--- config.mk ---
export PLATFORM = sky130hd
export DESIGN_NAME = shift_amount_unit_flat
export DESIGN_NICKNAME = d
export VERILOG_FILES = /design/src/rtl/shift_amount_unit_if.sv /design/src/rtl/shift_amount_unit.sv /design/src/flat_wrapper.sv
export SDC_FILE = /design/constraint.sdc
export NUM_CORES = 1
export LEC_CHECK = 0
export ABC_AREA = 1
export BUFFER_PORTS_ARGS = -buffer_cell sky130_fd_sc_hd__buf_2
export CAP_MARGIN = 20
export CORE_MARGIN = 2
export CORE_UTILIZATION = 35
export DETAILED_ROUTE_END_ITERATION = 6
export SLEW_MARGIN = 20
export SYNTH_ARGS = -nofsm -noshare
export SYNTH_HDL_FRONTEND = slang
export SYNTH_SLANG_ARGS = --single-unit
--- constraint.sdc ---
create_clock -name clk -period 3.04 [get_ports clk]
set_input_delay 0.456 -clock clk [delete_from_list [all_inputs] [get_ports clk]]
set_output_delay 0.456 -clock clk [all_outputs]
set_load 0.02 [all_outputs]
--- src/rtl/shift_amount_unit_if.sv ---
//------------------------------------------------------------------------------
// Module      : shift_amount_unit_if
// Description : Request/response bundle between the control unit and the
//               iterative shift unit.
// Revision    : 1.0 - initial release
//------------------------------------------------------------------------------
`default_nettype none

interface shift_amount_unit_if #(
    parameter int WIDTH = 32,
    parameter int AMT_W = 5
);
    logic             start;
    logic [1:0]       mode;
    logic [1:0]       amt_sel;
    logic [WIDTH-1:0] data_in;
    logic [WIDTH-1:0] reg_b;
    logic [AMT_W-1:0] shamt;
    logic             busy;
    logic             done;
    logic [WIDTH-1:0] result;
    logic             amt_err;

    modport master (
        output start, mode, amt_sel, data_in, reg_b, shamt,
        input  busy, done, result, amt_err
    );

    modport slave (
        input  start, mode, amt_sel, data_in, reg_b, shamt,
        output busy, done, result, amt_err
    );
endinterface

`default_nettype wire

--- src/rtl/shift_amount_unit.sv ---
//------------------------------------------------------------------------------
// Module      : shift_amount_unit
// Description : Multi-cycle SLL/SRL/SRA/ROR unit with shift-amount source
//               selection, shifting up to STEP bits per cycle.
// Revision    : 1.0 - initial release
//------------------------------------------------------------------------------
`default_nettype none

module shift_amount_unit #(
    parameter int WIDTH     = 32,
    parameter int AMT_W     = 5,
    parameter int STEP      = 1,
    parameter int CONST_AMT = 16
) (
    input  wire logic          clk,
    input  wire logic          reset,
    shift_amount_unit_if.slave bus
);

    localparam logic [1:0] c_ST_IDLE  = 2'd0;
    localparam logic [1:0] c_ST_SHIFT = 2'd1;
    localparam logic [1:0] c_ST_DONE  = 2'd2;

    localparam logic [1:0] c_MODE_SLL = 2'b00;
    localparam logic [1:0] c_MODE_SRL = 2'b01;
    localparam logic [1:0] c_MODE_SRA = 2'b10;
    localparam logic [1:0] c_MODE_ROR = 2'b11;

    localparam logic [1:0] c_SEL_REGB  = 2'b00;
    localparam logic [1:0] c_SEL_SHAMT = 2'b01;
    localparam logic [1:0] c_SEL_CONST = 2'b10;

    // Step and width need one extra bit: STEP may equal WIDTH.
    localparam logic [AMT_W:0]   c_STEP  = (AMT_W+1)'(STEP);
    localparam logic [AMT_W:0]   c_WIDTH = (AMT_W+1)'(WIDTH);
    localparam logic [AMT_W-1:0] c_CONST = AMT_W'(CONST_AMT);

    logic [1:0]       r_state;
    logic [1:0]       w_next_state;
    logic [WIDTH-1:0] r_result;
    logic [AMT_W-1:0] r_cnt;
    logic [1:0]       r_mode;
    logic             r_sign;
    logic             r_err;

    logic             w_accept;
    logic [AMT_W-1:0] w_amt;
    logic             w_amt_invalid;
    logic [AMT_W:0]   w_cnt_ext;
    logic [AMT_W:0]   w_k;
    logic [AMT_W:0]   w_k_inv;
    logic [AMT_W-1:0] w_cnt_next;
    logic [WIDTH-1:0] w_fill;
    logic [WIDTH-1:0] w_shifted;
    logic             w_unused_regb;

    assign w_unused_regb = ^bus.reg_b[WIDTH-1:AMT_W];

    // A new request is taken in IDLE and also in DONE, so operations can chain.
    assign w_accept = bus.start && ((r_state == c_ST_IDLE) || (r_state == c_ST_DONE));

    always_comb begin
        w_amt         = '0;
        w_amt_invalid = 1'b0;
        case (bus.amt_sel)
            c_SEL_REGB:  w_amt = bus.reg_b[AMT_W-1:0];
            c_SEL_SHAMT: w_amt = bus.shamt;
            c_SEL_CONST: w_amt = c_CONST;
            default: begin
                w_amt         = '0;
                w_amt_invalid = 1'b1;
            end
        endcase
    end

    always_comb begin
        w_cnt_ext  = {1'b0, r_cnt};
        w_k        = (w_cnt_ext < c_STEP) ? w_cnt_ext : c_STEP;
        w_k_inv    = c_WIDTH - w_k;
        w_cnt_next = r_cnt - w_k[AMT_W-1:0];
    end

    // SRA fill comes from the operand's original MSB, not the current result.
    always_comb begin
        w_fill    = ~({WIDTH{1'b1}} >> w_k);
        w_shifted = r_result;
        case (r_mode)
            c_MODE_SLL: w_shifted = r_result << w_k;
            c_MODE_SRL: w_shifted = r_result >> w_k;
            c_MODE_SRA: w_shifted = (r_result >> w_k) | (r_sign ? w_fill : '0);
            c_MODE_ROR: w_shifted = (r_result >> w_k) | (r_result << w_k_inv);
            default:    w_shifted = r_result;
        endcase
    end

    always_ff @(posedge clk) begin
        if (reset) begin
            r_state <= c_ST_IDLE;
        end else begin
            r_state <= w_next_state;
        end
    end

    always_comb begin
        w_next_state = r_state;
        case (r_state)
            c_ST_IDLE: begin
                if (w_accept) begin
                    w_next_state = (w_amt == '0) ? c_ST_DONE : c_ST_SHIFT;
                end
            end
            c_ST_SHIFT: begin
                if (w_cnt_next == '0) begin
                    w_next_state = c_ST_DONE;
                end
            end
            c_ST_DONE: begin
                if (w_accept) begin
                    w_next_state = (w_amt == '0) ? c_ST_DONE : c_ST_SHIFT;
                end else begin
                    w_next_state = c_ST_IDLE;
                end
            end
            default: w_next_state = c_ST_IDLE;
        endcase
    end

    always_ff @(posedge clk) begin
        if (reset) begin
            r_result <= '0;
            r_cnt    <= '0;
            r_mode   <= c_MODE_SLL;
            r_sign   <= 1'b0;
            r_err    <= 1'b0;
        end else if (w_accept) begin
            r_result <= bus.data_in;
            r_cnt    <= w_amt;
            r_mode   <= bus.mode;
            r_sign   <= bus.data_in[WIDTH-1];
            r_err    <= w_amt_invalid;
        end else if (r_state == c_ST_SHIFT) begin
            r_result <= w_shifted;
            r_cnt    <= w_cnt_next;
        end
    end

    assign bus.busy    = (r_state == c_ST_SHIFT);
    assign bus.done    = (r_state == c_ST_DONE);
    assign bus.amt_err = (r_state == c_ST_DONE) && r_err;
    assign bus.result  = r_result;

endmodule

`default_nettype wire

--- src/flat_wrapper.sv ---
// flat-port wrapper written by rule: the top's interface ports become plain ports
module shift_amount_unit_flat 
#(
    parameter int WIDTH     = 32,
    parameter int AMT_W     = 5,
    parameter int STEP      = 1,
    parameter int CONST_AMT = 16
)
  (clk, reset, bus_start, bus_mode, bus_amt_sel, bus_data_in, bus_reg_b, bus_shamt, bus_busy, bus_done, bus_result, bus_amt_err);
  shift_amount_unit_if #(.WIDTH(WIDTH), .AMT_W(AMT_W)) bus_i ();
  input  wire logic clk;
  input  wire logic reset;
  input wire logic [$bits(bus_i.start)-1:0] bus_start;
  input wire logic [$bits(bus_i.mode)-1:0] bus_mode;
  input wire logic [$bits(bus_i.amt_sel)-1:0] bus_amt_sel;
  input wire logic [$bits(bus_i.data_in)-1:0] bus_data_in;
  input wire logic [$bits(bus_i.reg_b)-1:0] bus_reg_b;
  input wire logic [$bits(bus_i.shamt)-1:0] bus_shamt;
  output wire logic [$bits(bus_i.busy)-1:0] bus_busy;
  output wire logic [$bits(bus_i.done)-1:0] bus_done;
  output wire logic [$bits(bus_i.result)-1:0] bus_result;
  output wire logic [$bits(bus_i.amt_err)-1:0] bus_amt_err;
  assign bus_i.start = bus_start;
  assign bus_i.mode = bus_mode;
  assign bus_i.amt_sel = bus_amt_sel;
  assign bus_i.data_in = bus_data_in;
  assign bus_i.reg_b = bus_reg_b;
  assign bus_i.shamt = bus_shamt;
  assign bus_busy = bus_i.busy;
  assign bus_done = bus_i.done;
  assign bus_result = bus_i.result;
  assign bus_amt_err = bus_i.amt_err;
  shift_amount_unit #(.WIDTH(WIDTH), .AMT_W(AMT_W), .STEP(STEP), .CONST_AMT(CONST_AMT)) u_core (.clk(clk), .reset(reset), .bus(bus_i));
endmodule
# Word level (Yosys, flattened, before mapping)
# Index checks and enable logic that the tools add are counted.
# totals
register_bits,43
latch_bits,0
mem_bits_rw,0
mem_bits_ro,0
inputBits,76
output_inout_bits,35
elab_cells,50
memories,0
# classes
add_sub_neg,2
multipliers,0
n_div,0
order_cmp,1
n_eq_ne,9
shift,4
mux,14
bitwise_logic,3
reduce_logical,11
# op_table
cell,n
case mux 32 bit (4 select lines),1
2-to-1 mux 32 bit,3
bitwise OR 32 bit,2
left shift 32 x 6 -> 32 bit,2
inverter 32 bit,1
right shift 32 x 6 -> 32 bit,1
"right shift 32 x 6 -> 32 bit, first input constant",1
2-to-1 mux 5 bit,3
case mux 5 bit (3 select lines),1
logical NOT 5 bit,2
"== test 2 bit, second input constant",4
2-to-1 mux 2 bit,4
"== test 2 x 1 -> 1 bit, second input constant",3
logical NOT 2 bit,3
case mux 2 bit (3 select lines),1
"subtractor 6 bit, first input constant",1
"< comparator 5 x 1 -> 1 bit, second input constant",1
subtractor 5 bit,1
"!= test 2 x 1 -> 1 bit, second input constant",2
OR reduction 3 bit,1
logical AND 1 bit,2
AND reduction 2 bit,1
nonzero test 2 bit,1
logical OR 1 bit,1
2-to-1 mux 1 bit,1

# Depth between registers and ports, before layout
# Gate-level depths: netlist of the first run.
# logic_depth
word_depth,9
depth_mapped,20
ltp_nobuf,17

# Worst setup path before layout of the first run
# Ideal clock, no wire load.
# synth_path
kind,register to register
startpoint,register u_core.r_cnt[3]
endpoint,"register u_core.r_result[14], in the netlist u_core.bus.result[14]"
setup_time_ns,0.134
arrival_time_ns,2.663
required_time_ns,2.906
slack_ns,0.243
path_stages_with_launch,16
n_path_buf,3
period_less_slack_ns,2.797
path_cell_list,dfxtp_1 -> nor2_4 -> nand3_4 -> inv_2 -> buf_4 -> buf_4 -> ha_1 -> inv_1 -> ha_1 -> clkinv_1 -> clkbuf_1 -> nand3_1 -> o21ai_0 -> nor3_1 -> o21ai_0 -> a21oi_1
# synth_between
elab_chain_cells,9
word_cells_on_any_way,14
classes_between,add/sub: 1; order compare: 1; shift: 4; mux: 5; bitwise: 3
# synth_rtl
element,line,source
start: declaration,shift_amount_unit.sv:41,logic [AMT_W-1:0] r_cnt;
start signal: assignment,shift_amount_unit.sv:137,r_cnt <= w_amt;
start signal: assignment,shift_amount_unit.sv:143,r_cnt <= w_cnt_next;
< comparator 5 x 1 -> 1 bit,shift_amount_unit.sv:78,w_k = (w_cnt_ext < c_STEP) ? w_cnt_ext : c_STEP;
2-to-1 mux 5 bit (*),shift_amount_unit.sv:78,
"parallel branches: the longest is 4 deep, another holds subtractor 6 bit",n/a,
case mux 32 bit (4 select lines) (*),shift_amount_unit.sv:87,case (r_mode)
2-to-1 mux 32 bit (*),shift_amount_unit.sv:141,end else if (r_state == c_ST_SHIFT) begin
2-to-1 mux 32 bit (*),shift_amount_unit.sv:135,end else if (w_accept) begin
end signal: assignment,shift_amount_unit.sv:136,r_result <= bus.data_in;
end signal: assignment,shift_amount_unit.sv:142,r_result <= w_shifted;
end: declaration,shift_amount_unit.sv:40,logic [WIDTH-1:0] r_result;
# Every way passes the cells marked *. The select of a mux whose other input is x is not followed.
# A chain may end at the register's enable or synchronous reset.

# Worst setup path after layout of the first run
# layout_path
startpoint,register u_core.r_cnt[0]
endpoint,"register u_core.r_result[25], in the netlist u_core.bus.result[25]"
# Same word-level chain as after synthesis.

==> insert_results.sql, run 1 <==
INSERT INTO impl_metrics (metric_group, metric, value, unit) VALUES
('worst_setup_path', 'critical-path-top-cell-by-count', 'nand2_1', ''),
('worst_setup_path', 'crit_start', 'u_core.r_cnt[0]', ''),
('logic_synthesis', 'yosysWarnings', '0', ''),
('worst_setup_path', 'crit_type', 'reg -> reg', ''),
('cells_and_area', 'instances_no_fill', '874', ''),
('cells_and_area', 'layout.cells.most_common', 'nand2_1', ''),
('logic_synthesis', 'ys_seq_elements', '43', ''),
('cells_and_area', 'drive_above_1_share', '19.3', '%'),
('clocking', 'clock_tree.buffer_depth', '2', ''),
('pwr', 'cellPowerDensity', '822', 'mW/mm²'),
('floorplanning', 'chipHeight', '110', 'µm'),
('worst_hold_path', 'hold_path_class', 'in -> reg', ''),
('placement', 'placed_cells_incl_taps', '866', ''),
('clocking', 'clock_latency', '0.32', 'ns'),
('grt', 'globalRouteOverflowTotal', '0', ''),
('pwr', 'worst_case_vdd_ir_drop', '334', 'µV'),
('grt', 'grt_use_met1', '33.5', '%'),
('worst_setup_path', 'regToRegStartpoint', 'u_core.r_cnt[0]', ''),
('drt', 'drcViolationCount', '0', ''),
('sta', 'tns', '0', 'ns'),
('grt', 'use_met3', '2.37', '%'),
('clocking', 'postCtsHoldBufs', '0', ''),
('status', 'status', 'completed', ''),
('worst_setup_path', 'crit_fanout', '18', ''),
('logic_synthesis', 'netlist_top_cells_area', 'dfxtp_1, nand2_1, nand3_1, o21ai_0, inv_1', ''),
('grt', 'grt_antenna_before_repair', '0', ''),
('logic_synthesis', 'postSynthCellCount', '662', ''),
('logic_synthesis', 'syn_area_per_cell', '5.89', 'µm²'),
('worst_setup_path', 'rr_worst_depth', '17', ''),
('clocking', 'tritoncts_buffer_count', '5', ''),
('drt', 'num_vias', '4757', ''),
('drt', 'routed_wl', '14000', 'µm'),
('drt', 'routedWlPerCell', '16.0', 'µm'),
('sta', 'relSlewSlack', '54.0', '%'),
('clocking', 'postCtsSetupBuffers', '0', ''),
('sta', 'skew', '0.00523', 'ns'),
('clocking', 'cts_root_buffer', 'clkbuf_8', ''),
('grt', 'grt_util_all_layers', '24.0', '%'),
('logic_synthesis', 'share_of_synthesized_flip_flops_with_an_asynchronous_set_or_reset', '0', '%'),
('worst_setup_path', 'worst-r2r-setup-slack', '0.32', 'ns'),
('sta', 'finalSetupViolations', '0', ''),
('worst_setup_path', 'critical_path_arrival', '2.98', 'ns'),
('logic_synthesis', 'synth.top_cell.area_share', '22.1', '%'),
('grt', 'grt_max_degree', '59', ''),
('placement', 'port_buffers', '83', ''),
('logic_synthesis', 'postSynth.topFlopCell', 'dfxtp_1', ''),
('sta', 'transition_time_at_the_pin_with_the_least_slew_margin', '0.690', 'ns'),
('job', 'drv.max_cap_violation_count', '0', ''),
('placement', 'hpwl', '10300', 'µm'),
('grt', 'met2_usage', '38.1', '%'),
('cells_and_area', 'area_growth_syn_to_layout', '17.7', '%'),
('drt', 'drtIter0Drc', '397', ''),
('worst_setup_path', 'critical-path-max-stage-delay', '0.46', 'ns'),
('sta', 'report.final.slew_viol_count', '0', ''),
('cells_and_area', 'highest_count_cells_in_the_layout_ignoring_fill_and_taps', 'nand2_1, buf_2, nand3_1', ''),
('floorplanning', 'full_die_area', '0.0120', 'mm²'),
('worst_setup_path', 'critPathLaunchType', 'register', ''),
('worst_hold_path', 'origin_of_the_worst_min_delay_path', 'bus_mode[1]', ''),
('drt', 'postRouteAntennaNets', '0', ''),
('worst_setup_path', 'path_cells', 'inv_2, nand3_4, inv_2, ha_1, inv_1, ha_1, clkinvlp_4, nand2_1, inv_1, nand4_1, nand3_1, nand2_1, nand2_1, nand2_1, nand2_1, nand2_1, a21oi_1', ''),
('clocking', 'clock_slew_at_reported_path_ffs', '0.09', 'ns'),
('grt', 'first_global_vias', '4421', ''),
('worst_setup_path', 'cp.required', '3.29', 'ns'),
('floorplanning', 'ios', '111', ''),
('clocking', 'cts-htree-levels', '2', ''),
('logic_synthesis', 'mappedNetlistArea', '0.00390', 'mm²'),
('worst_hold_path', 'whs_endpoint', 'u_core.r_mode[1]', ''),
('floorplanning', 'die_w', '110', 'µm'),
('cells_and_area', 'fin_util', '42.3', '%'),
('sta', 'rsz_0062_raised_after_global_routing', 'no', ''),
('drt', 'drt-vias-per-instance', '5.44', '');
==> layout make-up <==
type                            count  area [µm²]
Fill cell                        1204        6250
Clock buffer                        5        68.8
Inverter                           69         263
Multi-Input combinational cell    511        2580
Timing Repair Buffer              103         569
Clock inverter                      3        67.6
Tap cell                          140         175
Sequential cell                    43         861
==> how the worst max path moves through the flow <==
stage                       endpoint  slack [ns]  depth (start not counted)
2_1_floorplan  u_core.bus.result[14]        0.24                         15
6_report       u_core.bus.result[25]        0.32                         17
3_3_place_gp   u_core.bus.result[25]        0.29                         18
4_1_cts        u_core.bus.result[25]        0.30                         18
3_5_place_dp   u_core.bus.result[25]        0.31                         18
5_1_grt        u_core.bus.result[26]        0.02                         18
==> through the flow <==
| stage | hold slack, ns | power (mW) | area, µm² | worst slack, ns |
|---|---|---|---|---|
| after floorplan | 0.440 | 2.54 | 3900 | 0.243 |
| after global placement | 0.456 | 3.15 | 4440 | 0.293 |
| after detailed placement | 0.463 | 3.17 | 4440 | 0.308 |
| after CTS | 0.388 | 3.74 | 4580 | 0.303 |
| after global routing | 0.399 | 4.10 | 4590 | 0.0167 |
| final | 0.386 | 3.77 | 4590 | 0.315 |
==> sequential cells by signal, summed over array words and instances (netlist names) <==
| register | cells |
|---|---|
| u_core.bus.result | 32 |
| u_core.r_state | 2 |
| u_core.r_mode | 2 |
| u_core.r_cnt | 5 |
| u_core.r_err | 1 |
| u_core.r_sign | 1 |
==> synthesized netlist by cell type, drive strengths merged (4+ instances only) <==
| library cell | n |
|---|---|
| nor3 | 4 |
| ha | 5 |
| inv | 66 |
| o211ai | 12 |
| o21ai | 56 |
| o221ai | 7 |
| clkbuf | 22 |
| nand4 | 20 |
| nor2 | 40 |
| buf | 19 |
| a31oi | 9 |
| a21oi | 46 |
| dfxtp | 43 |
| nand3 | 86 |
| nand2 | 194 |
==> routing by layer <==
layer	part of all wire, %	wire [µm]	vias to the layer above
met5	0	0	-
met4	2.6	360	0
met3	5.7	793	27
met2	45	6310	189
met1	47	6560	2169
li1	-	-	2372
==> what timing repair did <==
| action | in CTS | in global routing |
|---|---|---|
| gates resized for setup | 0 | 2 |
| endpoints found under the setup margin | 0 | 3 |
| hold endpoints to repair | 0 | 0 |
==> power breakdown <==
part / internal [mW] / total, mW / switching, mW
registers: 0.657 / 0.744 / 0.0862
clock network: 0.328 / 0.563 / 0.235
logic: 0.767 / 2.46 / 1.69
==> cells by family after synthesis <==
| family | Yosys count | share of synthesized area [%] |
|---|---|---|
| DFF | 43 | 22.1 |
| and+or+nand+nor | 353 | 41.4 |
| xor gates and xnor gates | 2 | 0.450 |
| other | 2 | 0.193 |
| AOI/OAI and AO/OA | 147 | 22.3 |
| adders and majority gates | 5 | 1.61 |
| buffers and inverters | 110 | 11.9 |
==> worst max-delay path, delay by kind of cell, from the launching register on <==
kind / cells / cell delay, ns
flip-flops: 1 / 0.33
adder cells (fa/ha/maj): 2 / 0.61
AND/OR/NAND/NOR: 9 / 0.81
buffers and inverters: 5 / 0.79
AO/OA/AOI/OAI: 1 / 0.10
No activity file was read; power rests on OpenSTA's default activity.
==> inputs of run 2 (changes only) <==
--- a/config.mk
+++ b/config.mk
@@ -11,6 +11,7 @@
 export CORE_MARGIN = 2
 export CORE_UTILIZATION = 35
 export DETAILED_ROUTE_END_ITERATION = 6
+export PLACE_DENSITY = 0.56
 export SLEW_MARGIN = 20
 export SYNTH_ARGS = -nofsm -noshare
 export SYNTH_HDL_FRONTEND = slang
==> run 2 against run 1 <==
  * Via count grew 0.11%
  * Largest power group unchanged
  * Critical path depth decreased by 5
  * First-iteration DRC count fell by 30%
  * Fmax up 10%
  * Die area unchanged
  * Global-route usage is 0.32 points higher
==> insert_results.sql, run 2 (synthesis gave the netlist of run 1 again) <==
INSERT INTO impl_metrics (metric_group, metric, value, unit) VALUES
('sta', 'max_clock_freq', '405', 'MHz'),
('drt', 'routed_wl', '14200', 'µm'),
('drt', 'drcViolationCount', '0', ''),
('worst_setup_path', 'critical_path.reg2reg.endpoint', 'u_core.bus.result[30]', ''),
('pwr', 'worst_case_vdd_ir_drop', '268', 'µV'),
('drt', 'postRouteAntennaNets', '0', ''),
('grt', 'grt_util_all_layers', '24.4', '%'),
('placement', 'hpwl', '10500', 'µm'),
('status', 'status', 'completed', ''),
('clocking', 'postCtsSetupBuffers', '0', ''),
('cells_and_area', 'antenna-diode-count', '0', ''),
('worst_hold_path', 'origin_of_the_worst_min_delay_path', 'reset', ''),
('placement', 'port_buffers', '83', ''),
('worst_setup_path', 'critPathLaunchType', 'register', ''),
('worst_hold_path', 'hold_path_class', 'in -> reg', ''),
('clocking', 'cts.repair.resized', '0', ''),
('drt', 'routedWlPerCell', '16.1', 'µm'),
('clocking', 'clkSinkCount', '43', ''),
('sta', 'layout_worst_path_cycle_share', '81.3', '%'),
('grt', 'wire_length_of_the_first_global_routing_pass', '22600', 'µm'),
('placement', 'gp_congestion', '0.997', ''),
('sta', 'relSlewSlack', '55.9', '%'),
('drt', 'drtIter0Drc', '277', ''),
('grt', 'grt_max_degree', '38', ''),
('clocking', 'cts_root_buffer', 'clkbuf_8', ''),
('drt', 'drt_pre_antenna_iters', '5', ''),
('grt', 'globalRouteOverflowTotal', '0', ''),
('sta', 'period_minus_slack', '2.47', 'ns'),
('sta', 'report.final.slew_viol_count', '0', ''),
('grt', 'grt_use_met1', '33.2', '%'),
('job', 'drv.max_cap_violation_count', '0', ''),
('worst_setup_path', 'crit_type', 'reg -> reg', ''),
('grt', 'grt_antenna_before_repair', '0', ''),
('placement', 'placed_cells_incl_taps', '869', ''),
('floorplanning', 'placementRows', '38', ''),
('sta', 'finalSetupViolations', '0', ''),
('sta', 'skew', '0.00804', 'ns'),
('worst_hold_path', 'whs_endpoint', 'u_core.r_err', ''),
('clocking', 'clock_slew_at_reported_path_ffs', '0.09', 'ns'),
('worst_setup_path', 'crit_fanout', '10', ''),
('clocking', 'tritoncts', 'yes', ''),
('drt', 'num_vias', '4762', ''),
('worst_setup_path', 'cp.required', '3.24', 'ns'),
('clocking', 'clock_tree.buffer_depth', '2', ''),
('floorplanning', 'full_die_area', '0.0120', 'mm²'),
('clocking', 'clock_latency', '0.31', 'ns'),
('worst_setup_path', 'worst-r2r-setup-slack', '0.57', 'ns'),
('cells_and_area', 'nNetsFinal', '817', ''),
('grt', 'grt_busiest_layer', 'met2', ''),
('worst_setup_path', 'critical_path_arrival', '2.67', 'ns'),
('pwr', 'cellPowerDensity', '805', 'mW/mm²'),
('worst_hold_path', 'min_path_cells', '2', ''),
('cells_and_area', 'largest_register_ffs', '32', ''),
('floorplanning', 'ios', '111', ''),
('grt', 'first_global_vias', '4394', ''),
('cells_and_area', 'instances_no_fill', '877', ''),
('worst_setup_path', 'timing.critical_path.to_type', 'register', ''),
('cells_and_area', 'highest_count_cells_in_the_layout_ignoring_fill_and_taps', 'nand2_1, buf_2, nand3_1', ''),
('pwr', 'p_leak', '2.19', 'nW'),
('worst_setup_path', 'regToRegStartpoint', 'u_core.r_cnt[4]', ''),
('sta', 'transition_time_at_the_pin_with_the_least_slew_margin', '0.661', 'ns'),
('sta', 'tns', '0', 'ns'),
('floorplanning', 'chipHeight', '110', 'µm'),
('cells_and_area', 'layout.cells.most_common', 'nand2_1', ''),
('cells_and_area', 'area_growth_syn_to_layout', '17.6', '%'),
('floorplanning', 'die_w', '110', 'µm'),
('floorplanning', 'fp.coreArea', '0.0108', 'mm²'),
('grt', 'met2_usage', '38.6', '%'),
('floorplanning', 'initial_utilization', '35.9', '%'),
('clocking', 'tritoncts_buffer_count', '5', ''),
('sta', 'final-hold-violation-count', '0', ''),
('grt', 'use_met3', '3.97', '%'),
('sta', 'rsz_0062_raised_after_global_routing', 'no', ''),
('drt', 'drt-vias-per-instance', '5.43', ''),
('worst_setup_path', 'rr_worst_depth', '12', ''),
('cells_and_area', 'drive_above_1_share', '19.5', '%'),
('clocking', 'cts-htree-levels', '2', ''),
('clocking', 'postCtsHoldBufs', '0', '');
run 2: cell types whose count changed in the layout (fill, tap and decap cells not counted):
cell | before | now
buf_4 | 19 | 23
buf_6 | 1 | 0
bufinv_16 | 2 | 1
clkbuf_8 | 5 | 6
clkinv_1 | 2 | 3
clkinv_2 | 0 | 1
clkinvlp_4 | 2 | 0
run 2: worst max-delay path, cell delays in order, from the launching register on:
cell	delay (ns)
dfxtp_1	0.43
nor2_4	0.06
nand3_4	0.08
inv_2	0.04
ha_1	0.20
inv_1	0.08
ha_1	0.16
clkinv_1	0.28
buf_4	0.29
o21ai_0	0.35
inv_1	0.08
a21oi_1	0.20
o32ai_1	0.10
run 2: power by group:
group / internal, mW / switching [mW]
clock network: 0.266 / 0.222
logic: 0.779 / 1.68
registers: 0.657 / 0.0873
total: 1.70 / 1.99
run 2: stage by stage:
stage          hold slack [ns]  utilization (%)  instance area [µm²]  total power, mW  setup WS, ns
2_1_floorplan            0.440                -                 3900             2.54         0.243
3_3_place_gp             0.456             41.2                 4460             3.18         0.625
3_5_place_dp             0.468             41.2                 4460             3.20         0.584
4_1_cts                  0.369             42.3                 4580             3.69         0.570
5_1_grt                  0.359             42.3                 4580             4.04         0.319
6_report                 0.372             42.3                 4580             3.69         0.569
run 2: area by class of cell:
cell class | count | area [µm²]
Fill cell | 1236 | 6260
Multi-Input combinational cell | 511 | 2580
Sequential cell | 43 | 861
Timing Repair Buffer | 106 | 588
Inverter | 69 | 259
Tap cell | 140 | 175
Clock buffer | 6 | 82.6
Clock inverter | 2 | 35.0
run 2: per-layer routing:
layer,share of wire [%],up-vias
met1,47,2178
li1,-,2380
met4,2.6,0
met3,6.4,29
met5,0,-
met2,44,175
run 2: worst max-delay path by stage:
| stage | slack, ns | from | cells after the start | end |
|---|---|---|---|---|
| after floorplan | 0.24 | u_core.r_cnt[3] | 15 | u_core.bus.result[14] |
| after global placement | 0.63 | u_core.r_cnt[1] | 17 | u_core.bus.result[29] |
| after detailed placement | 0.58 | u_core.r_cnt[4] | 12 | u_core.bus.result[14] |
| after CTS | 0.57 | u_core.r_cnt[4] | 12 | u_core.bus.result[30] |
| after global routing | 0.32 | u_core.r_cnt[4] | 17 | u_core.bus.result[27] |
| final | 0.57 | u_core.r_cnt[4] | 12 | u_core.bus.result[30] |
==> inputs of run 3 (changes only) <==
--- a/config.mk
+++ b/config.mk
@@ -5,13 +5,13 @@
 export SDC_FILE = /design/constraint.sdc
 export NUM_CORES = 1
 export LEC_CHECK = 0
-export ABC_AREA = 1
+export ABC_AREA = 0
 export BUFFER_PORTS_ARGS = -buffer_cell sky130_fd_sc_hd__buf_2
 export CAP_MARGIN = 20
 export CORE_MARGIN = 2
 export CORE_UTILIZATION = 35
 export DETAILED_ROUTE_END_ITERATION = 6
-export PLACE_DENSITY = 0.56
+export PLACE_DENSITY = 0.57
 export SLEW_MARGIN = 20
 export SYNTH_ARGS = -nofsm -noshare
 export SYNTH_HDL_FRONTEND = slang
==> constraint.sdc (replaced) <==
create_clock -name clk -period 2.38 [get_ports clk]
set_input_delay 0.357 -clock clk [delete_from_list [all_inputs] [get_ports clk]]
set_output_delay 0.357 -clock clk [all_outputs]
set_load 0.02 [all_outputs]
==> run 3 against run 2 <==
  * First-iteration DRC count rose by 63%
  * Register-to-register slack got worse by 0.54 ns
  * Worst hold slack got worse by 0.089 ns
  * Power rose by 7.0%
  * Critical path depth fell by 5
  * Count of clock-buffer cells in the layout rose by 1
  * Largest power group unchanged
  * Via count fell by 3.9%
  * Synthesized area fell by 3.5%
  * Critical path type unchanged
  * Routed wire length rose by 9.2%
==> insert_results.sql, run 3 <==
INSERT INTO impl_metrics (metric_group, metric, value, unit) VALUES
('logic_synthesis', 'syn_area_per_cell', '7.70', 'µm²'),
('cells_and_area', 'highest_count_cells_in_the_layout_ignoring_fill_and_taps', 'buf_2, nand2_1, a21oi_1, buf_4, dfxtp_1', ''),
('clocking', 'clock_latency', '0.31', 'ns'),
('grt', 'wire_length_of_the_first_global_routing_pass', '24200', 'µm'),
('status', 'status', 'completed', ''),
('drt', 'num_vias', '4575', ''),
('grt', 'grt_util_all_layers', '26.9', '%'),
('logic_synthesis', 'seq_area_frac_synth', '22.9', '%'),
('worst_setup_path', 'critPathLaunchType', 'register', ''),
('clocking', 'postCtsHoldBufs', '0', ''),
('cells_and_area', 'largest_register_ffs', '32', ''),
('logic_synthesis', 'share_of_synthesized_flip_flops_with_an_asynchronous_set_or_reset', '0', '%'),
('floorplanning', 'full_die_area', '0.0116', 'mm²'),
('floorplanning', 'placementRows', '37', ''),
('worst_setup_path', 'critical_path_arrival', '2.56', 'ns'),
('worst_hold_path', 'origin_of_the_worst_min_delay_path', 'bus_mode[0]', ''),
('logic_synthesis', 'netlist_top_cells_area', 'dfxtp_1, mux4_2, nand2_1, a21oi_1, mux2i_1', ''),
('worst_hold_path', 'min_path_cells', '3', ''),
('logic_synthesis', 'distinct_cell_type_count_after_synthesis', '71', ''),
('worst_setup_path', 'rr_worst_depth', '7', ''),
('floorplanning', 'fp.coreArea', '0.0104', 'mm²'),
('worst_hold_path', 'hold_path_class', 'in -> reg', ''),
('sta', 'rsz_0062_raised_after_global_routing', 'yes', ''),
('sta', 'relSlewSlack', '56.0', '%'),
('drt', 'drtIter0Drc', '451', ''),
('cells_and_area', 'multiInputGateArea', '0.00283', 'mm²'),
('logic_synthesis', 'yosys.cell_count.top_type', 'nand2_1', ''),
('worst_setup_path', 'crit_start', 'u_core.r_cnt[4]', ''),
('sta', 'finalSetupViolations', '0', ''),
('drt', 'drt-vias-per-instance', '6.35', ''),
('placement', 'gp_congestion', '0.971', ''),
('cells_and_area', 'layout.cells.most_common', 'buf_2', ''),
('logic_synthesis', 'ys_seq_elements', '43', ''),
('grt', 'first_global_vias', '4294', ''),
('clocking', 'clkSinkCount', '43', ''),
('floorplanning', 'chipHeight', '108', 'µm'),
('cells_and_area', 'area_growth_syn_to_layout', '30.1', '%'),
('floorplanning', 'initial_utilization', '36.2', '%'),
('clocking', 'tritoncts', 'yes', ''),
('worst_setup_path', 'worst-r2r-setup-slack', '0.02', 'ns'),
('worst_setup_path', 'crit_fanout', '35', ''),
('logic_synthesis', 'post_synth_most_frequent_cells', 'nand2_1, a21oi_1, dfxtp_1, clkbuf_1, nor2_1', ''),
('drt', 'routedWlPerCell', '21.4', 'µm'),
('logic_synthesis', 'mappedNetlistArea', '0.00376', 'mm²'),
('logic_synthesis', 'yosysWarnings', '0', ''),
('cells_and_area', 'nFillCells', '1095', ''),
('pwr', 'cellPowerDensity', '808', 'mW/mm²'),
('job', 'drv.max_cap_violation_count', '0', ''),
('pwr', 'p_leak', '1.94', 'nW'),
('logic_synthesis', 'synth_top_area_cell', 'dfxtp_1', ''),
('sta', 'final-hold-violation-count', '0', ''),
('cells_and_area', 'nNetsFinal', '665', ''),
('clocking', 'cts-htree-levels', '2', ''),
('sta', 'layout_worst_path_cycle_share', '99.0', '%'),
('sta', 'period_minus_slack', '2.36', 'ns'),
('placement', 'placed_cells_incl_taps', '706', ''),
('placement', 'port_buffers', '83', ''),
('logic_synthesis', 'postSynthCellCount', '488', ''),
('cells_and_area', 'seq_area', '863', 'µm²'),
('clocking', 'tritoncts_buffer_count', '5', ''),
('sta', 'report.final.slew_viol_count', '0', ''),
('drt', 'postRouteAntennaNets', '0', ''),
('worst_setup_path', 'regToRegStartpoint', 'u_core.r_cnt[4]', ''),
('cells_and_area', 'fin_util', '47.2', '%'),
('pwr', 'worst_case_vdd_ir_drop', '318', 'µV'),
('clocking', 'cts_root_buffer', 'clkbuf_8', ''),
('grt', 'globalRouteOverflowTotal', '0', ''),
('grt', 'grt_max_degree', '39', ''),
('grt', 'grt_antenna_before_repair', '0', ''),
('sta', 'skew', '0.00658', 'ns'),
('drt', 'drt_pre_antenna_iters', '5', ''),
('placement', 'hpwl', '10800', 'µm'),
('sta', 'transition_time_at_the_pin_with_the_least_slew_margin', '0.659', 'ns'),
('logic_synthesis', 'synth.top_cell.area_share', '22.9', '%'),
('cells_and_area', 'instances_no_fill', '721', ''),
('floorplanning', 'die_w', '108', 'µm'),
('worst_setup_path', 'cp.required', '2.59', 'ns'),
('worst_setup_path', 'crit_type', 'reg -> reg', ''),
('logic_synthesis', 'postSynth.topFlopCell', 'dfxtp_1', ''),
('drt', 'routed_wl', '15500', 'µm'),
('pwr', 'power.total', '3.95', 'mW'),
('floorplanning', 'ios', '111', ''),
('logic_synthesis', 'number_of_flops_mapped_to_enable_cells_by_yosys', '0', ''),
('worst_setup_path', 'timing.critical_path.to_type', 'register', ''),
('cells_and_area', 'antenna-diode-count', '0', ''),
('sta', 'max_clock_freq', '424', 'MHz'),
('clocking', 'clock_slew_at_reported_path_ffs', '0.09', 'ns'),
('clocking', 'clock_tree.buffer_depth', '2', ''),
('sta', 'fin_hold_ws', '0.284', 'ns'),
('drt', 'drcViolationCount', '0', ''),
('worst_hold_path', 'whs_endpoint', 'u_core.r_mode[0]', ''),
('cells_and_area', 'drive_above_1_share', '34.0', '%'),
('worst_setup_path', 'critical_path.reg2reg.endpoint', 'u_core.bus.result[17]', '');
-- run 3: logic make-up after synthesis --
| group | share of synthesized area [%] |
|---|---|
| multiplexers | 14.0 |
| AND/OR/NAND/NOR | 21.7 |
| AO/OA/AOI/OAI | 32.4 |
| buffers and inverters | 6.89 |
| other | 0.200 |
| XOR/XNOR | 0.233 |
| flip-flops | 22.9 |
| adder cells (fa/ha/maj) | 1.66 |
-- run 3: worst max-delay path by stage --
stage | end | slack, ns
after floorplan | u_core.bus.result[17] | -0.18
after global placement | u_core.bus.result[23] | -0.02
after detailed placement | u_core.bus.result[23] | -0.05
after CTS | u_core.bus.result[30] | -0.008
after global routing | u_core.bus.result[17] | -0.08
final | u_core.bus.result[17] | 0.02
-- run 3: power breakdown --
| group | switching (mW) | total (mW) | internal, mW |
|---|---|---|---|
| clock | 0.283 | 0.490 | 0.207 |
| sequential | 0.198 | 1.01 | 0.814 |
| combinational | 1.40 | 2.45 | 1.05 |
-- run 3: final cells by class --
cell class | count | share of cell area (%)
Sequential cell | 43 | 17.7
Inverter | 13 | 1.56
Clock inverter | 1 | 0.102
Clock buffer | 7 | 1.56
Tap cell | 136 | 3.48
Multi-Input combinational cell | 387 | 57.9
Timing Repair Buffer | 134 | 17.8
-- run 3: repair_timing --
item,4_1_cts,5_1_grt
setup endpoints to repair,3,20
buffers inserted,1,6
pin swaps,5,13
gates resized for setup,5,21
-- run 3: worst max-delay path, stage by stage (launching register included) --
cell and delay [ns]:
dfxtp_2 0.34, nor4_4 0.34, nand2_4 0.14, clkinv_8 0.08, buf_12 0.22, mux4_2 0.61, a22o_1 0.28, o31a_1 0.23
-- run 3: layer usage --
metal | share of wire (%) | up-vias | track usage, %
met5 | 0 | - | 0
met4 | 2.3 | 0 | 8.79
met3 | 7.8 | 34 | 4.66
met2 | 46 | 238 | 42.5
met1 | 44 | 2234 | 37.0
li1 | - | 2069 | -
-- run 3: stage by stage --
stage	setup TNS, ns	setup WS (ns)	area [µm²]
3_5_place_dp	-0.0814	-0.0476	4640
4_1_cts	-0.00779	-0.00779	4750
2_1_floorplan	-2.42	-0.183	3940
3_3_place_gp	-0.0193	-0.0173	4640
6_report	0	0.0240	4890
5_1_grt	-0.487	-0.0817	4890
